`src/rtl/ps2_rx_fifo.sv`:
```
// ps2_rx_fifo
// PS/2 device-to-host receiver with a clock glitch filter, start/parity/stop
// checking, a mid-frame inactivity timeout and a first-word-fall-through
// byte FIFO.
//
// Ports:
//   clk, reset      system clock, synchronous active-high reset
//   ps2d, ps2c      raw PS/2 data and clock lines (asynchronous)
//   rx_en           allows a new frame to start (only looked at in IDLE)
//   rd_en           pops the FIFO head (ignored while empty)
//   dout            FIFO head, 8'h00 while empty
//   empty, full     FIFO status flags
//   count           number of bytes held in the FIFO
//   busy            receiver is inside a frame
//   parity_err      1-cycle pulse: odd-parity check failed
//   frame_err       1-cycle pulse: bad start bit, bad stop bit or timeout
//   overflow        1-cycle pulse: good byte dropped because the FIFO was full
module ps2_rx_fifo #(
    parameter int FILTER_LEN  = 8,
    parameter int FIFO_DEPTH  = 4,
    parameter int TIMEOUT_CYC = 50000
) (
    input  logic                          clk,
    input  logic                          reset,
    input  logic                          ps2d,
    input  logic                          ps2c,
    input  logic                          rx_en,
    input  logic                          rd_en,
    output logic [7:0]                    dout,
    output logic                          empty,
    output logic                          full,
    output logic [$clog2(FIFO_DEPTH):0]   count,
    output logic                          busy,
    output logic                          parity_err,
    output logic                          frame_err,
    output logic                          overflow
);

    localparam int AW = $clog2(FIFO_DEPTH);
    localparam int CW = AW + 1;
    localparam int TW = $clog2(TIMEOUT_CYC + 1);

    typedef enum logic [1:0] {
        S_IDLE   = 2'd0,
        S_DATA   = 2'd1,
        S_PARITY = 2'd2,
        S_STOP   = 2'd3
    } state_t;

    // ------------------------------------------------------------------
    // Clock filter and falling-edge detect
    // ------------------------------------------------------------------
    logic [FILTER_LEN-1:0] filt_q, filt_d;
    logic                  fclk_q, fclk_d;
    logic                  fall;

    always_comb begin
        filt_d = {ps2c, filt_q[FILTER_LEN-1:1]};
        fclk_d = fclk_q;
        if (&filt_d) begin
            fclk_d = 1'b1;
        end else if (~|filt_d) begin
            fclk_d = 1'b0;
        end
        // Uses the next filter value so the edge is seen on the
        // FILTER_LEN-th consecutive low sample, not one cycle later.
        fall = fclk_q & ~fclk_d;
    end

    // ------------------------------------------------------------------
    // Frame FSM and timeout
    // ------------------------------------------------------------------
    state_t          state_q, state_d;
    logic [2:0]      bit_cnt_q, bit_cnt_d;
    logic [7:0]      shreg_q, shreg_d;
    logic            par_q, par_d;
    logic [TW-1:0]   tmo_q, tmo_d;
    logic            parity_err_q, parity_err_d;
    logic            frame_err_q, frame_err_d;
    logic            overflow_q, overflow_d;
    logic            push;

    logic [CW-1:0]   count_q, count_d;
    logic            full_int;

    assign full_int = (count_q == CW'(FIFO_DEPTH));

    always_comb begin
        state_d      = state_q;
        bit_cnt_d    = bit_cnt_q;
        shreg_d      = shreg_q;
        par_d        = par_q;
        parity_err_d = 1'b0;
        frame_err_d  = 1'b0;
        overflow_d   = 1'b0;
        push         = 1'b0;

        if ((state_q == S_IDLE) || fall) begin
            tmo_d = '0;
        end else begin
            tmo_d = tmo_q + TW'(1);
        end

        case (state_q)
            S_IDLE: begin
                if (fall && rx_en) begin
                    if (!ps2d) begin
                        bit_cnt_d = 3'd0;
                        state_d   = S_DATA;
                    end else begin
                        frame_err_d = 1'b1;
                    end
                end
            end
            S_DATA: begin
                if (fall) begin
                    shreg_d   = {ps2d, shreg_q[7:1]};
                    bit_cnt_d = bit_cnt_q + 3'd1;
                    if (bit_cnt_q == 3'd7) begin
                        state_d = S_PARITY;
                    end
                end
            end
            S_PARITY: begin
                if (fall) begin
                    par_d   = ps2d;
                    state_d = S_STOP;
                end
            end
            S_STOP: begin
                if (fall) begin
                    state_d = S_IDLE;
                    if (!ps2d) begin
                        frame_err_d = 1'b1;
                    end else if (~^{shreg_q, par_q}) begin
                        parity_err_d = 1'b1;
                    end else if (full_int && !rd_en) begin
                        overflow_d = 1'b1;
                    end else begin
                        push = 1'b1;
                    end
                end
            end
            default: state_d = S_IDLE;
        endcase

        // A real edge this cycle clears the counter, so the timeout only
        // fires when the line has genuinely gone quiet mid-frame.
        if ((state_q != S_IDLE) && !fall && (tmo_q == TW'(TIMEOUT_CYC - 1))) begin
            state_d     = S_IDLE;
            frame_err_d = 1'b1;
            tmo_d       = '0;
        end
    end

    always_ff @(posedge clk) begin
        if (reset) begin
            filt_q       <= '0;
            fclk_q       <= 1'b0;
            state_q      <= S_IDLE;
            bit_cnt_q    <= 3'd0;
            shreg_q      <= 8'h00;
            par_q        <= 1'b0;
            tmo_q        <= '0;
            parity_err_q <= 1'b0;
            frame_err_q  <= 1'b0;
            overflow_q   <= 1'b0;
        end else begin
            filt_q       <= filt_d;
            fclk_q       <= fclk_d;
            state_q      <= state_d;
            bit_cnt_q    <= bit_cnt_d;
            shreg_q      <= shreg_d;
            par_q        <= par_d;
            tmo_q        <= tmo_d;
            parity_err_q <= parity_err_d;
            frame_err_q  <= frame_err_d;
            overflow_q   <= overflow_d;
        end
    end

    // ------------------------------------------------------------------
    // Output FIFO
    // ------------------------------------------------------------------
    logic [7:0]    mem [FIFO_DEPTH];
    logic [AW-1:0] wr_ptr_q, wr_ptr_d;
    logic [AW-1:0] rd_ptr_q, rd_ptr_d;
    logic [7:0]    dout_q, dout_d;
    logic          pop;

    always_comb begin
        pop      = rd_en && (count_q != '0);
        wr_ptr_d = wr_ptr_q;
        rd_ptr_d = rd_ptr_q;
        count_d  = count_q;
        if (push) begin
            wr_ptr_d = wr_ptr_q + AW'(1);
        end
        if (pop) begin
            rd_ptr_d = rd_ptr_q + AW'(1);
        end
        if (push && !pop) begin
            count_d = count_q + CW'(1);
        end else if (pop && !push) begin
            count_d = count_q - CW'(1);
        end

        // dout is registered: precompute the head after this cycle's
        // push/pop, bypassing the byte being written when it becomes head.
        if (count_d == '0) begin
            dout_d = 8'h00;
        end else if (push && (wr_ptr_q == rd_ptr_d)) begin
            dout_d = shreg_q;
        end else begin
            dout_d = mem[rd_ptr_d];
        end
    end

    always_ff @(posedge clk) begin
        if (push) begin
            mem[wr_ptr_q] <= shreg_q;
        end
    end

    always_ff @(posedge clk) begin
        if (reset) begin
            wr_ptr_q <= '0;
            rd_ptr_q <= '0;
            count_q  <= '0;
            dout_q   <= 8'h00;
        end else begin
            wr_ptr_q <= wr_ptr_d;
            rd_ptr_q <= rd_ptr_d;
            count_q  <= count_d;
            dout_q   <= dout_d;
        end
    end

    assign dout       = dout_q;
    assign count      = count_q;
    assign empty      = (count_q == '0);
    assign full       = full_int;
    assign busy       = (state_q != S_IDLE);
    assign parity_err = parity_err_q;
    assign frame_err  = frame_err_q;
    assign overflow   = overflow_q;

endmodule

```
`config.mk`:
```
export PLATFORM = sky130hd
export DESIGN_NAME = ps2_rx_fifo
export DESIGN_NICKNAME = d
export VERILOG_FILES = /design/src/rtl/ps2_rx_fifo.sv
export SDC_FILE = /design/constraint.sdc
export NUM_CORES = 1
export LEC_CHECK = 0
export CORE_MARGIN = 2
export CORE_UTILIZATION = 50
export DETAILED_ROUTE_END_ITERATION = 6
export PLACE_DENSITY = 0.79
export SETUP_SLACK_MARGIN = 0.3
export SYNTH_ARGS = -nofsm -noshare
export SYNTH_HDL_FRONTEND = slang
export SYNTH_SLANG_ARGS = --single-unit
```
`constraint.sdc`:
```
create_clock -name clk -period 3 [get_ports clk]
set_input_delay 0.75 -clock clk [delete_from_list [all_inputs] [get_ports clk]]
set_output_delay 0.75 -clock clk [all_outputs]
set_load 0.01 [all_outputs]
```
; Word-level counts from Yosys, hierarchy flattened
; Memory sizes are Yosys's and may differ from the RTL's. A register that Yosys moved wholly into a read port is not among the register bits.
; Index checks and enable logic that the tools add are counted.
; Widths: inputs -> output; s select.
[op_classes]
n_addsub = 6
reduce_logical = 30
bitwise_logic = 5
eq_ne = 12
muxes = 31
[op_table]
columns = operator, n
row1 = $add 16x1->16 const B, 1
row2 = $eq 16x16->1 const B, 1
row3 = $mux 1, 16
row4 = $mux 3, 5
row5 = $mux 2, 7
row6 = $ne 2x2->1 const B, 5
row7 = $reduce_xnor 9->1, 1
row8 = $pmux 2 s4, 1
row9 = $reduce_and 8->1, 1
row10 = $reduce_or 8->1, 1
row11 = $logic_and 1x1->1, 7
row12 = $add 3x1->3 const B, 2
row13 = $eq 3x3->1 const B, 2
row14 = $logic_not 3->1, 2
row15 = $pmux 3 s2, 1
row16 = $reduce_and 6->1, 1
row17 = $reduce_or 5->1, 1
row18 = $add 2x1->2 const B, 2
row19 = $eq 2x2->1 const B, 2
row20 = $logic_not 1->1, 4
row21 = $not 1->1, 4
row22 = $reduce_and 2->1, 2
row23 = $reduce_and 4->1, 1
row24 = $reduce_bool 2->1, 2
row25 = other kinds (11), 12
[totals]
elab_cells = 98
ram_bits = 32
inputBits = 6
n_memories = 1
ff_bits = 49
out_inout_bits = 17
[memory_table]
columns = memory, depth, word_bits, rd, rd_ports_with_merged_regs, write_ports, line_no
row1 = mem, 4, 8, 1, 1, 1, 185  ; logic [7:0] mem [FIFO_DEPTH];

; Logic depth before layout (Yosys ltp)
[logic_depth]
word_depth = 13
depth_mapped = 10
mapped_depth_nobuf = 9

; Worst setup path after synthesis
; OpenSTA, ideal clock, no wires.
[synth_timing]
path_type = input -> register
startpoint = input ps2c
endpoint = register dout_q[0], in the netlist dout[0], read port of mem
n_path_buf = 0
path_slack_ns = 0.590
arrival_time_ns = 2.287
stages = 7
required_ns = 2.877
setup_time_ns = 0.123
path_cell_list = nor4_1 > nand4b_1 > nor3b_1 > a211o_1 > nand2_2 > a31oi_4 > nor2_1
[synth_between]
elab_chain_cells = 13
word_cells_on_any_way = 15
[synth_lines]
columns = element, line_no
row1 = from (decl), 26  ; input logic ps2c,
row2 = $reduce_or 8->1, 62  ; end else if (~|filt_d) begin
row3 = $mux 1, 62
row4 = $mux 1 (*), 60  ; if (&filt_d) begin
row5 = $not 1->1 (*), 67  ; fall = fclk_q & ~fclk_d;
row6 = $and 1x1->1 (*), 67
row7 = $mux 1 (*), 131  ; if (fall) begin
row8 = $mux 1 (*), 104  ; case (state_q)
row9 = $logic_not 1->1, 204  ; end else if (pop && !push) begin
row10 = $logic_and 1x1->1, 204
row11 = $mux 3, 204
row12 = $mux 3 (*), 202  ; if (push && !pop) begin
row13 = $logic_not 3->1 (*), 210  ; if (count_d == '0) begin
row14 = $reduce_or 2->1 (no source line) (*), -
row15 = to (decl), 188  ; logic [7:0] dout_q, dout_d;
; Every way passes the cells marked *; elsewhere a longest branch is shown, timed or not.
; A chain may end at the register's enable or synchronous reset.

; Worst setup path after layout
[layout_timing]
startpoint = input ps2c
endpoint = register dout_q[5], in the netlist dout[5], read port of mem
; The elaborated chain is that of the path after synthesis.

==> results.sh <==
export IMPL_min_path_type="reg2reg"
export IMPL_powerDensity_nw_per_um2=565
export IMPL_layout_commonest_cell="dfxtp_1"
export IMPL_worstPathArrival_ns=2.86
export IMPL_ant_nets=0
export IMPL_numCtsBuffers=9
export IMPL_tightest_slew_ns=0.507
export IMPL_die_w_um=91.9
export IMPL_end_kind="flip-flop"
export IMPL_async_reset_ff_frac=0
export IMPL_finalWeightedCongestion=0.820
export IMPL_dp_hpwl_mm=5.09
export IMPL_wl_per_cell_um=14.2
export IMPL_final_cell_area_sq_um=4500
export IMPL_path_class="in2reg"
export IMPL_setup_viol=0
export IMPL_p_leak_nw=1.73
export IMPL_finalWorstSetupSlack_ns=0.395
export IMPL_hold_ws_ns=0.461
export IMPL_skew_ns=0.0102
export IMPL_final_layout_size_suffix_gt1_frac=0.145
export IMPL_synth_main_ff_cell="dfxtp_1"
export IMPL_io_buffers=22
export IMPL_vdd_drop_max_v=0.000287
export IMPL_initial_core_util=0.508
export IMPL_wirelength_mm=6.97
export IMPL_hold_buffers=0
export IMPL_fin_crit_sh=0.868
export IMPL_row_count=32
export IMPL_clock_sinks=88
export IMPL_drc=0
export IMPL_die_h_um=91.9
export IMPL_grt_max_degree=17
export IMPL_fmax_mhz=384
export IMPL_finalHoldViolCount=0
export IMPL_syn_nets=362
export IMPL_ys_ff_latch=88
export IMPL_num_io_pins=23
export IMPL_fin_nets=402
export IMPL_cts_max_level=3
export IMPL_slew_viol_final=0
export IMPL_area_delta_synth_final_pct=16.3
export IMPL_synth_edf_count=32
export IMPL_firstDrtPassIters=4
export IMPL_worstPathRequired_ns=3.25
export IMPL_final_util=0.591
export IMPL_place_ws_ns=-0.0328
export IMPL_slew_headroom=0.659
export IMPL_syn_inst=342
export IMPL_grt_pass1_wl_mm=11.6
export IMPL_via_count=2554
export IMPL_crit_path_start_kind="input pin"
export IMPL_synth_cell_types=46
export IMPL_final_cell_mix="54 x dfxtp_1, 46 x nor2_1, 32 x edfxtp_1"
export IMPL_cts_root_buf="clkbuf_8"
export IMPL_antenna_found_initial=0
export IMPL_syn_area_sq_um=3860
export IMPL_syn_area_per_cell_sq_um=11.3
export IMPL_yosysSeqAreaShare=0.539
export IMPL_tritoncts="built"
export IMPL_maxCapViolations=0
export IMPL_clkSlewWorstSetupHoldPaths_ns=0.09
export IMPL_synth_warnings=0
export IMPL_rsz0062_at_grt="no"
export IMPL_status="complete, no violations"
export IMPL_post_place_cells=473
export IMPL_gr_total_overflow=0
export IMPL_drtIter0Drc=182
export IMPL_die_area_sq_um=8450
export IMPL_placed_area_sq_um=4300
export IMPL_grt_use_total=0.178
export IMPL_grt_pass1_vias=2422
export IMPL_clk_latency_ns=0.36
export IMPL_path_max_fanout=8
export IMPL_core_sq_um=7610
export IMPL_diodes=0
export IMPL_fin_cells=489
export IMPL_n_fill_cell=623
export IMPL_viasPerCell=5.22
export IMPL_cts_path_max_buffers=2
export IMPL_period_minus_slack_ns=2.61
==> cell type report <==
cell class	count	area, sq um	area share
clock buffers	9	124	0.0276
inverters	12	45.0	0.0100
clock inverters	7	48.8	0.0109
well taps	102	128	0.0284
multi-input cells	232	1720	0.382
repair buffers	39	350	0.0779
flip-flops and latches	88	2080	0.464
==> critical path, stage by stage <==
cell	delay, ns
clkdlybuf4s50_1	0.43
nor4_1	0.27
buf_4	0.16
nand4b_1	0.26
nor3b_2	0.26
buf_4	0.16
a211o_1	0.11
nand2_2	0.07
a31oi_4	0.28
nor2_1	0.09
==> worst paths after layout <==
check | from | end | slack [ns] | cells after the start
min reg2reg | tmo_q[0]$_SDFF_PP0_ | tmo_q[0]$_SDFF_PP0_ | 0.46 | 1
min | tmo_q[0]$_SDFF_PP0_ | tmo_q[0]$_SDFF_PP0_ | 0.46 | 1
max reg2reg | count[0]$_SDFF_PP0_ | dout[1]$_SDFF_PP0_ | 0.50 | 8
max | ps2c | dout[5]$_SDFF_PP0_ | 0.39 | 10
==> stage by stage <==
stage	setup TNS, ns	power [W]
2_1_floorplan	0	0.00170
3_3_place_gp	0	0.00184
3_5_place_dp	-0.136	0.00184
4_1_cts	0	0.00256
5_1_grt	0	0.00266
6_report	0	0.00254
==> timing repair <==
action	in CTS	in global routing
setup buffers	0	0
gates resized for setup	0	6
endpoints found under the setup margin	0	8
==> state kept, by name, indices dropped and copies added, names as in the netlist <==
register,count
parity_err,1
fclk_q,1
mem,32
tmo_q,16
par_q,1
count,3
state_q,2
frame_err,1
bit_cnt_q,3
dout,8
shreg_q,8
wr_ptr_q,2
overflow,1
filt_q,7
rd_ptr_q,2
==> report_power, final <==
part | total [W] | switching (W) | leakage (nW) | internal (W)
Sequential | 0.00128 | 0.0000326 | 0.826 | 0.00125
Clock | 0.000722 | 0.000423 | 0.0805 | 0.000299
Combinational | 0.000532 | 0.000274 | 0.823 | 0.000258
==> Yosys cell counts, types with 2 or more instances <==
cell type / number / area, sq um
a21oi_1: 14 / 70.1
nor3b_1: 2 / 15.0
a211o_1: 2 / 17.5
clkbuf_1: 8 / 30.0
ha_1: 14 / 175
mux2i_1: 10 / 100
o21ai_0: 3 / 15.0
inv_1: 12 / 45.0
xor2_1: 11 / 96.3
edfxtp_1: 32 / 961
nor2b_1: 10 / 62.6
nor2_1: 46 / 173
dfxtp_1: 56 / 1120
xnor2_1: 13 / 114
nand4b_1: 2 / 17.5
and2_1: 3 / 18.8
or3_1: 3 / 18.8
nand4_1: 3 / 18.8
and3_1: 9 / 56.3
nor4_1: 5 / 31.3
nand2_1: 29 / 109
xnor2_4: 2 / 55.1
a22oi_1: 3 / 22.5
or4_1: 2 / 15.0
a31oi_1: 2 / 12.5
mux4_2: 8 / 180
a211oi_1: 2 / 15.0
buf_2: 2 / 10.0
nand3_1: 17 / 85.1
==> cell families after synthesis <==
| kind of cell | synth area share |
|---|---|
| adders and majority gates | 0.0453 |
| AOI/OAI and AO/OA | 0.0589 |
| buffers and inverters | 0.0220 |
| DFF | 0.539 |
| muxes | 0.0754 |
| and+or+nand+nor | 0.181 |
| xor gates and xnor gates | 0.0790 |
==> routing by layer <==
layer  routed length, um  global-route usage
met5                   0                   0
met4                 102              0.0672
met3                 333              0.0452
met2                3350               0.286
met1                3180               0.234
No activity file was read; power rests on OpenSTA's default activity.
